File: src/rtl/mem_arbiter_if.sv
// Bundle of signals between the unified-RAM arbiter, its two pipeline requesters and the byte RAM.
// The slave modport is the arbiter's view; the master modport is everything around it.
interface mem_arbiter_if #(
    parameter int ADDR_WIDTH = 32
);
    // instruction fetch port
    logic                  if_req_i;
    logic [ADDR_WIDTH-1:0] if_addr_i;
    logic                  if_flush_i;
    logic                  if_done_o;
    logic [31:0]           if_inst_o;

    // data (MEM stage) port
    logic                  mem_req_i;
    logic                  mem_we_i;
    logic [1:0]            mem_size_i;
    logic [ADDR_WIDTH-1:0] mem_addr_i;
    logic [31:0]           mem_wdata_i;
    logic                  mem_done_o;
    logic [31:0]           mem_rdata_o;

    // byte-wide RAM
    logic [7:0]            ram_din_i;
    logic [7:0]            ram_dout_o;
    logic [ADDR_WIDTH-1:0] ram_a_o;
    logic                  ram_wr_o;

    logic                  stallreq_o;

    modport slave (
        input  if_req_i, if_addr_i, if_flush_i,
        output if_done_o, if_inst_o,
        input  mem_req_i, mem_we_i, mem_size_i, mem_addr_i, mem_wdata_i,
        output mem_done_o, mem_rdata_o,
        input  ram_din_i,
        output ram_dout_o, ram_a_o, ram_wr_o,
        output stallreq_o
    );

    modport master (
        output if_req_i, if_addr_i, if_flush_i,
        input  if_done_o, if_inst_o,
        output mem_req_i, mem_we_i, mem_size_i, mem_addr_i, mem_wdata_i,
        input  mem_done_o, mem_rdata_o,
        output ram_din_i,
        input  ram_dout_o, ram_a_o, ram_wr_o,
        input  stallreq_o
    );
endinterface

File: src/rtl/mem_arbiter.sv
// Shares one byte-wide RAM between instruction fetch and the MEM stage, splitting each
// word/half/byte access into byte-serial RAM cycles; MEM always wins arbitration.
module mem_arbiter #(
    parameter int ADDR_WIDTH = 32
) (
    input  logic          clk,
    input  logic          rst,
    mem_arbiter_if.slave  bus
);

    typedef enum logic [1:0] {
        IDLE,
        IF_RD,
        MEM_RD,
        MEM_WR
    } state_t;

    state_t                state_q;
    logic [ADDR_WIDTH-1:0] base_q;
    logic [ADDR_WIDTH-1:0] ram_a_q;
    logic [2:0]            cnt_q;
    logic [2:0]            len_q;
    logic [31:0]           wdata_q;
    logic [31:0]           acc_q;
    logic [31:0]           if_inst_q;
    logic [31:0]           mem_rdata_q;
    logic [7:0]            ram_dout_q;
    logic                  ram_wr_q;
    logic                  if_done_q;
    logic                  mem_done_q;

    logic [2:0]            cnt_inc;
    logic                  last_beat;
    logic [ADDR_WIDTH-1:0] ram_a_d;
    logic [31:0]           acc_d;
    logic [7:0]            wlane [4];
    logic [7:0]            wbyte_d;
    logic [2:0]            req_len;
    logic                  any_done;

    // beat k = cnt_q + 1 is the one completed at the current edge
    assign cnt_inc   = cnt_q + 3'd1;
    assign last_beat = (cnt_inc == len_q);
    assign ram_a_d   = base_q + ADDR_WIDTH'(cnt_inc);
    assign any_done  = if_done_q | mem_done_q;

    always_comb begin
        req_len = 3'd4;
        case (bus.mem_size_i)
            2'b00:   req_len = 3'd1;
            2'b01:   req_len = 3'd2;
            default: req_len = 3'd4;
        endcase
    end

    // byte lane of the incoming RAM data merges into the accumulator at lane cnt_q
    for (genvar gi = 0; gi < 4; gi++) begin : g_lane
        assign acc_d[gi*8 +: 8] = (cnt_q[1:0] == 2'(gi)) ? bus.ram_din_i : acc_q[gi*8 +: 8];
        assign wlane[gi]        = wdata_q[gi*8 +: 8];
    end

    assign wbyte_d = wlane[cnt_inc[1:0]];

    always_ff @(posedge clk) begin
        if (rst) begin
            state_q     <= IDLE;
            base_q      <= '0;
            ram_a_q     <= '0;
            cnt_q       <= '0;
            len_q       <= '0;
            wdata_q     <= '0;
            acc_q       <= '0;
            if_inst_q   <= '0;
            mem_rdata_q <= '0;
            ram_dout_q  <= '0;
            ram_wr_q    <= 1'b0;
            if_done_q   <= 1'b0;
            mem_done_q  <= 1'b0;
        end else begin
            if_done_q  <= 1'b0;
            mem_done_q <= 1'b0;
            case (state_q)
                IDLE: begin
                    // a done pulse this cycle forces one turnaround cycle with no grant
                    if (!any_done) begin
                        if (bus.mem_req_i) begin
                            base_q  <= bus.mem_addr_i;
                            ram_a_q <= bus.mem_addr_i;
                            len_q   <= req_len;
                            wdata_q <= bus.mem_wdata_i;
                            cnt_q   <= '0;
                            acc_q   <= '0;
                            if (bus.mem_we_i) begin
                                state_q    <= MEM_WR;
                                ram_wr_q   <= 1'b1;
                                ram_dout_q <= bus.mem_wdata_i[7:0];
                            end else begin
                                state_q <= MEM_RD;
                            end
                        end else if (bus.if_req_i && !bus.if_flush_i) begin
                            base_q  <= bus.if_addr_i;
                            ram_a_q <= bus.if_addr_i;
                            len_q   <= 3'd4;
                            cnt_q   <= '0;
                            acc_q   <= '0;
                            state_q <= IF_RD;
                        end
                    end
                end
                IF_RD, MEM_RD: begin
                    if (state_q == IF_RD && bus.if_flush_i) begin
                        state_q <= IDLE;
                        cnt_q   <= '0;
                    end else begin
                        acc_q <= acc_d;
                        if (last_beat) begin
                            state_q <= IDLE;
                            cnt_q   <= '0;
                            if (state_q == IF_RD) begin
                                if_done_q <= 1'b1;
                                if_inst_q <= acc_d;
                            end else begin
                                mem_done_q  <= 1'b1;
                                mem_rdata_q <= acc_d;
                            end
                        end else begin
                            ram_a_q <= ram_a_d;
                            cnt_q   <= cnt_inc;
                        end
                    end
                end
                MEM_WR: begin
                    if (last_beat) begin
                        ram_wr_q   <= 1'b0;
                        mem_done_q <= 1'b1;
                        state_q    <= IDLE;
                        cnt_q      <= '0;
                    end else begin
                        ram_a_q    <= ram_a_d;
                        ram_dout_q <= wbyte_d;
                        cnt_q      <= cnt_inc;
                    end
                end
                default: state_q <= IDLE;
            endcase
        end
    end

    assign bus.if_done_o   = if_done_q;
    assign bus.if_inst_o   = if_inst_q;
    assign bus.mem_done_o  = mem_done_q;
    assign bus.mem_rdata_o = mem_rdata_q;
    assign bus.ram_a_o     = ram_a_q;
    assign bus.ram_dout_o  = ram_dout_q;
    assign bus.ram_wr_o    = ram_wr_q;
    assign bus.stallreq_o  = bus.mem_req_i & ~mem_done_q;

endmodule

File: src/flat_wrapper.sv
// flat-port wrapper written by rule: the top's interface ports become plain ports
module mem_arbiter_flat 
#(
    parameter int ADDR_WIDTH = 32
)
  (clk, rst, bus_if_req_i, bus_if_addr_i, bus_if_flush_i, bus_if_done_o, bus_if_inst_o, bus_mem_req_i, bus_mem_we_i, bus_mem_size_i, bus_mem_addr_i, bus_mem_wdata_i, bus_mem_done_o, bus_mem_rdata_o, bus_ram_din_i, bus_ram_dout_o, bus_ram_a_o, bus_ram_wr_o, bus_stallreq_o);
  mem_arbiter_if #(.ADDR_WIDTH(ADDR_WIDTH)) bus_i ();
  input  logic clk;
  input  logic rst;
  input wire logic [$bits(bus_i.if_req_i)-1:0] bus_if_req_i;
  input wire logic [$bits(bus_i.if_addr_i)-1:0] bus_if_addr_i;
  input wire logic [$bits(bus_i.if_flush_i)-1:0] bus_if_flush_i;
  output wire logic [$bits(bus_i.if_done_o)-1:0] bus_if_done_o;
  output wire logic [$bits(bus_i.if_inst_o)-1:0] bus_if_inst_o;
  input wire logic [$bits(bus_i.mem_req_i)-1:0] bus_mem_req_i;
  input wire logic [$bits(bus_i.mem_we_i)-1:0] bus_mem_we_i;
  input wire logic [$bits(bus_i.mem_size_i)-1:0] bus_mem_size_i;
  input wire logic [$bits(bus_i.mem_addr_i)-1:0] bus_mem_addr_i;
  input wire logic [$bits(bus_i.mem_wdata_i)-1:0] bus_mem_wdata_i;
  output wire logic [$bits(bus_i.mem_done_o)-1:0] bus_mem_done_o;
  output wire logic [$bits(bus_i.mem_rdata_o)-1:0] bus_mem_rdata_o;
  input wire logic [$bits(bus_i.ram_din_i)-1:0] bus_ram_din_i;
  output wire logic [$bits(bus_i.ram_dout_o)-1:0] bus_ram_dout_o;
  output wire logic [$bits(bus_i.ram_a_o)-1:0] bus_ram_a_o;
  output wire logic [$bits(bus_i.ram_wr_o)-1:0] bus_ram_wr_o;
  output wire logic [$bits(bus_i.stallreq_o)-1:0] bus_stallreq_o;
  assign bus_i.if_req_i = bus_if_req_i;
  assign bus_i.if_addr_i = bus_if_addr_i;
  assign bus_i.if_flush_i = bus_if_flush_i;
  assign bus_if_done_o = bus_i.if_done_o;
  assign bus_if_inst_o = bus_i.if_inst_o;
  assign bus_i.mem_req_i = bus_mem_req_i;
  assign bus_i.mem_we_i = bus_mem_we_i;
  assign bus_i.mem_size_i = bus_mem_size_i;
  assign bus_i.mem_addr_i = bus_mem_addr_i;
  assign bus_i.mem_wdata_i = bus_mem_wdata_i;
  assign bus_mem_done_o = bus_i.mem_done_o;
  assign bus_mem_rdata_o = bus_i.mem_rdata_o;
  assign bus_i.ram_din_i = bus_ram_din_i;
  assign bus_ram_dout_o = bus_i.ram_dout_o;
  assign bus_ram_a_o = bus_i.ram_a_o;
  assign bus_ram_wr_o = bus_i.ram_wr_o;
  assign bus_stallreq_o = bus_i.stallreq_o;
  mem_arbiter #(.ADDR_WIDTH(ADDR_WIDTH)) u_core (.clk(clk), .rst(rst), .bus(bus_i));
endmodule
File: config.mk
export PLATFORM = sky130hd
export DESIGN_NAME = mem_arbiter_flat
export DESIGN_NICKNAME = d
export VERILOG_FILES = /design/src/rtl/mem_arbiter_if.sv /design/src/rtl/mem_arbiter.sv /design/src/flat_wrapper.sv
export SDC_FILE = /design/constraint.sdc
export NUM_CORES = 1
export LEC_CHECK = 0
export CAP_MARGIN = 30
export CELL_PAD_IN_SITES_DETAIL_PLACEMENT = 2
export CELL_PAD_IN_SITES_GLOBAL_PLACEMENT = 2
export CORE_MARGIN = 3
export CORE_UTILIZATION = 33
export DETAILED_ROUTE_END_ITERATION = 10
export PLACE_DENSITY_LB_ADDON = 0.1
export RECOVER_POWER = 25
export SETUP_SLACK_MARGIN = 0.3
export SYNTH_ARGS = -nofsm -noshare
export SYNTH_HDL_FRONTEND = slang
export SYNTH_SLANG_ARGS = --single-unit
File: constraint.sdc
create_clock -name clk -period 7 [get_ports clk]
set_input_delay 1.4 -clock clk [delete_from_list [all_inputs] [get_ports clk]]
set_output_delay 1.4 -clock clk [all_outputs]
set_load 0.005 [all_outputs]
==> out/results.tsv, run 1 <==
stage	metric	value	unit
run_status	run_status	finished, violations left	
run_status	failed_checks	capacitance limit, slew limit	
route	drt_first_pass_iters	4	
layout	syn_to_final_growth	32.9	%
yosys	synthTopCellsByArea	dfxtp_1 43%, a211oi_1 7.6%, mux2i_1 6.4%	
route	avgViaCountPerCell	5.33	
setup_path	crit_type	input port to register	
yosys	ys_seq_elements	211	
yosys	synth.most_common_cell	dfxtp_1	
clock_tree	cts_htree_levels	1	
power	p_per_area	269	nW/um2
global_route	grt_usage	20.2	%
clock_tree	cts.reportedPaths.clkPinSlew	60	ps
timing	period_share	73.3	%
timing	fin_setup_tns	0	ps
layout	drive_gt1_share	8.10	%
yosys	synth-async-reset-ratio	0	%
yosys	synth_area	9830	um2
floorplan	die_w	179	um
route	ant_nets	0	
yosys	synth_top_cell_area_share	43.0	%
timing	drv_slew	84	
setup_path	cp_num_buf_inv	3	
setup_path	end_kind	register	
setup_path	worstPathArrival	5520	ps
setup_path	path_max_fanout	96	
global_route	antenna_found_initial	1	
route	post_drt_wl_per_cell	19.9	um
timing	skew	17.7	ps
floorplan	start_util	33.9	%
timing	timing.final.ws_setup	1870	ps
timing	grt_setup_unrepaired	no	
global_route	grt_max_degree	97	
setup_path	reg2reg_slack	2840	ps
route	routed_wl	32900	um
yosys	synth_largest_area_cell	dfxtp_1	
place	io_buffer_count	219	
yosys	synth_common_cells	211 x dfxtp_1, 158 x nor2_1, 112 x nand2_1	
layout	nFillCells	3102	
route	drtIter0Drc	365	
clock_tree	cts_tree	done	
setup_path	cp_slowest_cell	clkbuf_1	
floorplan	core-area	29000	um2
clock_tree	cts_setup_buffers	0	
yosys	ys_types	71	
yosys	postSynthAreaPerCell	8.99	um2
timing	min_period	5130	ps
clock_tree	cts-buffers-inserted	25	
timing	fmax	0.195	GHz
global_route	first_global_vias	9180	
yosys	synthCells	1094	
clock_tree	clockBufferDepth	3	
place	preCtsSetupSlack	2740	ps
flow_run	drv_cap	1	
yosys	synth_edf_count	0	
floorplan	io_pins	220	
floorplan	rows	62	
setup_path	startpoint_type	input port	
clock_tree	clk_latency	530	ps
global_route	grt_pass1_wl	51600	um
setup_path	cp_cell_sequence	buf_6, buf_16, clkbuf_1, nor2_1, o311ai_0, nand2_1	
setup_path	cp.required	7390	ps
route	num_vias	8836	
timing	setup_violations	0	
yosys	synth_fp_nets	1218	
power	vdd_drop_max	0.174	mV
timing	relSlewSlack	-163	%
clock_tree	cts_root_buffer	clkbuf_16	
power	power	0.00351	W
place	routabilityCongestion	0.740	
route	drc_errors	0	
hold_path	min-delay-path-class	register to register	
place	hpwlAfterDp	22700	um
power	p_leak	4.81	nW
layout	final_nets	1377	
clock_tree	post_cts_resized	0	
layout	utilization	45.1	%
yosys	yosys_most_used_dff	dfxtp_1	
timing	worst_pin_slew	3950	ps
global_route	overflow	0	
clock_tree	clkSinkCount	211	
setup_path	slowest_delay	2820	ps
yosys	yosysWarnings	0	
floorplan	die_h	179	um
timing	hold_viol_final	0	
floorplan	dieArea	31900	um2
yosys	ys_seq_area_share	43.0	%
setup_path	crit_family	buffers and inverters	
clock_tree	cts.hold.buffers_added	0	
-- sequential cells by signal, indices dropped and copies added, names as in the netlist, 8 cells and up --
name                    count
u_core.bus.ram_dout_o       8
u_core.bus.if_inst_o       32
u_core.acc_q               32
u_core.base_q              32
u_core.bus.ram_a_o         32
u_core.bus.mem_rdata_o     32
u_core.wdata_q             32
-- report_power, final --
part           internal (W)  switching, W
Combinational      0.000300      0.000380
Sequential          0.00130     0.0000793
Clock              0.000922      0.000526
Total               0.00253      0.000986
-- worst paths after layout --
kind / startpoint / end / cells past startpoint
worst max-delay path: rst / u_core.bus.ram_a_o[15] / 6
worst max register to register: u_core.cnt_q[0] / u_core.bus.ram_a_o[30] / 10
worst min register to register: u_core.wdata_q[23] / u_core.wdata_q[23] / 2
worst min-delay path: u_core.wdata_q[23] / u_core.wdata_q[23] / 2
-- layer usage --
layer  track usage, %  up-vias  wire length [um]
li1                 -     4272                 -
met4             3.77        0               417
met5                0        -                 0
met3             2.72       28              1310
met1             27.0     4370             15200
met2             34.9      166             15900
-- tightest hold or removal path, cell delays in order, from the launching register on --
cell     delay (ps)
dfxtp_1         310
nand2_1          50
a21oi_1          50
-- cell usage in the layout (no fill, tap or decap), types with 19 or more instances in the layout --
master,synthesis,final
a21oi_1,64,64
a211oi_1,99,99
a22oi_1,29,29
nand2_1,112,112
dlygate4sd3_1,0,68
nor2b_1,19,19
nor2_1,158,158
clkdlybuf4s50_1,0,149
clkbuf_16,0,25
mux2i_1,63,63
dfxtp_1,211,211
-- per-stage QoR --
| stage | instances | area, um2 | hold slack, ps |
|---|---|---|---|
| 3_3_place_gp | 1609 | 12100 | 441 |
| 2_1_floorplan | 1094 | 9830 | 433 |
| 4_1_cts | 1656 | 13100 | 459 |
| 6_report | 1657 | 13100 | 460 |
| 5_1_grt | 1657 | 13100 | 477 |
| 3_5_place_dp | 1610 | 12100 | 451 |
-- cells by family (layout without fill, tap and decap cells) --
family	Yosys count	count (layout)	share of synthesized area [%]
xor+xnor	17	17	1.76
fa+ha+maj	12	12	1.60
buf+inv	113	291	5.54
compound gates	288	288	21.7
mux	77	77	8.93
other cells	0	1	0
flops	211	211	43.0
simple gates	376	376	17.5
-- layout make-up --
type,instances,area [um2],area share (%)
Clock inverter,11,184,1.41
Antenna cell,1,2.50,0.0191
Sequential cell,211,4220,32.3
Tap cell,384,480,3.68
Inverter,13,48.8,0.373
Timing Repair Buffer,232,2300,17.6
Multi-Input combinational cell,770,5090,38.9
Clock buffer,35,743,5.69
No activity file was read; power rests on OpenSTA's default activity.
==> run 2: changes to the inputs <==
--- a/config.mk
+++ b/config.mk
@@ -9,7 +9,7 @@
 export CELL_PAD_IN_SITES_DETAIL_PLACEMENT = 2
 export CELL_PAD_IN_SITES_GLOBAL_PLACEMENT = 2
 export CORE_MARGIN = 3
-export CORE_UTILIZATION = 33
+export CORE_UTILIZATION = 30
 export DETAILED_ROUTE_END_ITERATION = 10
 export PLACE_DENSITY_LB_ADDON = 0.1
 export RECOVER_POWER = 25
==> constraint.sdc (replaced) <==
create_clock -name clk -period 5 [get_ports clk]
set_input_delay 1 -clock clk [delete_from_list [all_inputs] [get_ports clk]]
set_output_delay 1 -clock clk [all_outputs]
set_load 0.005 [all_outputs]
==> run 2 against run 1 <==
  * The flow now finishes without violations
  * Via count is 0.22% higher
  * Total power increased by 35%
  * Global-route usage decreased by 1.4 points
  * Sequential cell count did not move
  * Critical path depth up 4
  * Die area grew 9.7%
  * Hold slack got worse by 2.9 ps
  * Critical path type is now register to register
  * Largest cell class unchanged
  * Highest routed layer unchanged
==> out/results.tsv, run 2 (synthesis gave the netlist of run 1 again) <==
stage	metric	value	unit	change
clock_tree	cts_tree	done		
clock_tree	cts.hold.buffers_added	0		unchanged
clock_tree	cts_root_buffer	clkbuf_16		
timing	worst_pin_slew	1160	ps	-2790 ps
clock_tree	clkSinkCount	211		unchanged
place	io_buffer_count	219		unchanged
clock_tree	post_cts_resized	0		unchanged
floorplan	core-area	32000	um2	+10%
layout	final_common_cell	dfxtp_1		
global_route	overflow	0		unchanged
floorplan	io_pins	220		unchanged
layout	seq_area	4220	um2	unchanged
clock_tree	clk_latency	520	ps	about the same
timing	fmax	0.282	GHz	
timing	grt_setup_unrepaired	no		
route	num_vias	8855		+0.22%
timing	hold_viol_final	0		unchanged
clock_tree	cts_htree_levels	1		unchanged
route	post_drt_wl_per_cell	19.6	um	-1.1%
global_route	grt_max_degree	123		+27%
setup_path	path_max_fanout	11		-89%
setup_path	end_kind	register		
timing	min_period	3540	ps	
run_status	run_status	complete, no violations		
timing	hold_slack	457	ps	-2.88 ps
setup_path	r2r_cells	10		unchanged
layout	final_cells	1708		+3.1%
layout	nFillCells	3465		+12%
flow_run	drv_cap	0		-1
floorplan	die_h	187	um	+4.7%
hold_path	hold_path.startpoint	u_core.wdata_q[2]		
setup_path	cp.required	5410	ps	-1980 ps
place	dp.cells	1663		+3.3%
timing	relSlewSlack	22.9	%	+190 points
clock_tree	cts-buffers-inserted	25		unchanged
hold_path	min-delay-path-class	register to register		
layout	final_nets	1379		+0.15%
layout	syn_to_final_growth	32.6	%	
global_route	antenna_found_initial	0		-1
clock_tree	clockBufferDepth	3		unchanged
floorplan	rows	65		+4.8%
clock_tree	cts.reportedPaths.clkPinSlew	60	ps	about the same
floorplan	die_w	187	um	+4.7%
hold_path	hold_path_end	u_core.wdata_q[2]		
timing	period_share	70.9	%	
setup_path	crit_type	register to register		
timing	setup_violations	0		unchanged
route	drc_errors	0		unchanged
global_route	first_global_vias	9476		+3.2%
route	routed_wl	33500	um	+1.9%
timing	fin_setup_tns	0	ps	unchanged
power	p_per_area	364	nW/um2	+36%
power	p_leak	4.74	nW	-1.5%
setup_path	worstPathArrival	3950	ps	-1570 ps
floorplan	dieArea	35000	um2	+9.7%
hold_path	whs_path_depth	2		unchanged
timing	skew	17.9	ps	+0.194 ps
place	preCtsSetupSlack	1090	ps	-1650 ps
setup_path	rr_startpoint	u_core.cnt_q[1]		
timing	timing.final.ws_setup	1460	ps	-413 ps
layout	multiInputGateArea	5070	um2	-0.34%
setup_path	rr_endpoint	u_core.bus.ram_a_o[30]		
place	hpwlAfterDp	23300	um	+2.6%
global_route	grt_pass1_wl	54300	um	+5.2%
setup_path	startpoint_type	register		
route	drtIter0Drc	335		-8.2%
layout	antennaDiodeCount	0		-1
layout	utilization	40.8	%	-4.3 points
layout	drive_gt1_share	8.17	%	+0.072 points
route	avgViaCountPerCell	5.18		-2.8%
route	ant_nets	0		unchanged
route	drt_first_pass_iters	4		unchanged
floorplan	start_util	30.8	%	-3.1 points
place	routabilityCongestion	0.723		-2.3%
setup_path	reg2reg_slack	1460	ps	-1380 ps
clock_tree	cts_setup_buffers	0		unchanged
timing	drv_slew	0		-100%
layout	final_cell_mix	211 x dfxtp_1, 166 x clkdlybuf4s50_1, 158 x nor2_1		
global_route	grt_usage	18.8	%	-1.4 points
power	vdd_drop_max	0.233	mV	+34%
[run 2: through the flow]
step                power [W]  instance area [um2]
floorplan             0.00251                 9830
global placement      0.00293                12200
finish                0.00475                13000
detailed placement    0.00296                12200
CTS                   0.00485                13100
global route          0.00503                13000
[run 2: cell type report]
class | instances | area share [%]
timing repair buffer | 234 | 17.7
sequential | 211 | 32.4
clock inverter | 11 | 0.825
inverter | 13 | 0.374
tap | 435 | 4.17
multi-input combinational | 770 | 38.9
clock buffer | 34 | 5.59
[run 2: worst max-delay path by stage]
stage / start / to / cells after the start
global route: u_core.state_q[0] / u_core.bus.ram_dout_o[3] / 8
floorplan: u_core.cnt_q[0] / u_core.bus.ram_a_o[26] / 11
CTS: u_core.cnt_q[1] / u_core.bus.ram_a_o[30] / 10
finish: u_core.cnt_q[1] / u_core.bus.ram_a_o[30] / 10
detailed placement: bus_if_flush_i / u_core.bus.ram_a_o[11] / 7
global placement: bus_if_flush_i / u_core.bus.ram_a_o[11] / 7
[run 2: power breakdown]
part	total (W)	switching (W)	internal (W)
sequential	0.00193	0.000109	0.00182
clock	0.00186	0.000738	0.00112
combinational	0.000961	0.000536	0.000425
total	0.00475	0.00138	0.00337
[run 2: worst max-delay path: stages (launching register included)]
cell and delay (ps):
dfxtp_1 370, inv_1 70, ha_1 270, buf_4 240, inv_1 110, fa_1 420, nor2b_1 350, o21ai_1 400
nor4_1 450, mux2_2 380, o41ai_1 360
[run 2: metal layers]
layer  GRT usage (%)  vias to the layer above  part of all wire, %  wire, um
met4            3.61                        0                  1.9       623
met1            24.9                     4377                   46     15500
met2            32.7                      158                   48     16200
met5               0                        -                    0         0
met3            2.87                       39                  3.7      1240
li1                -                     4281                    -         -
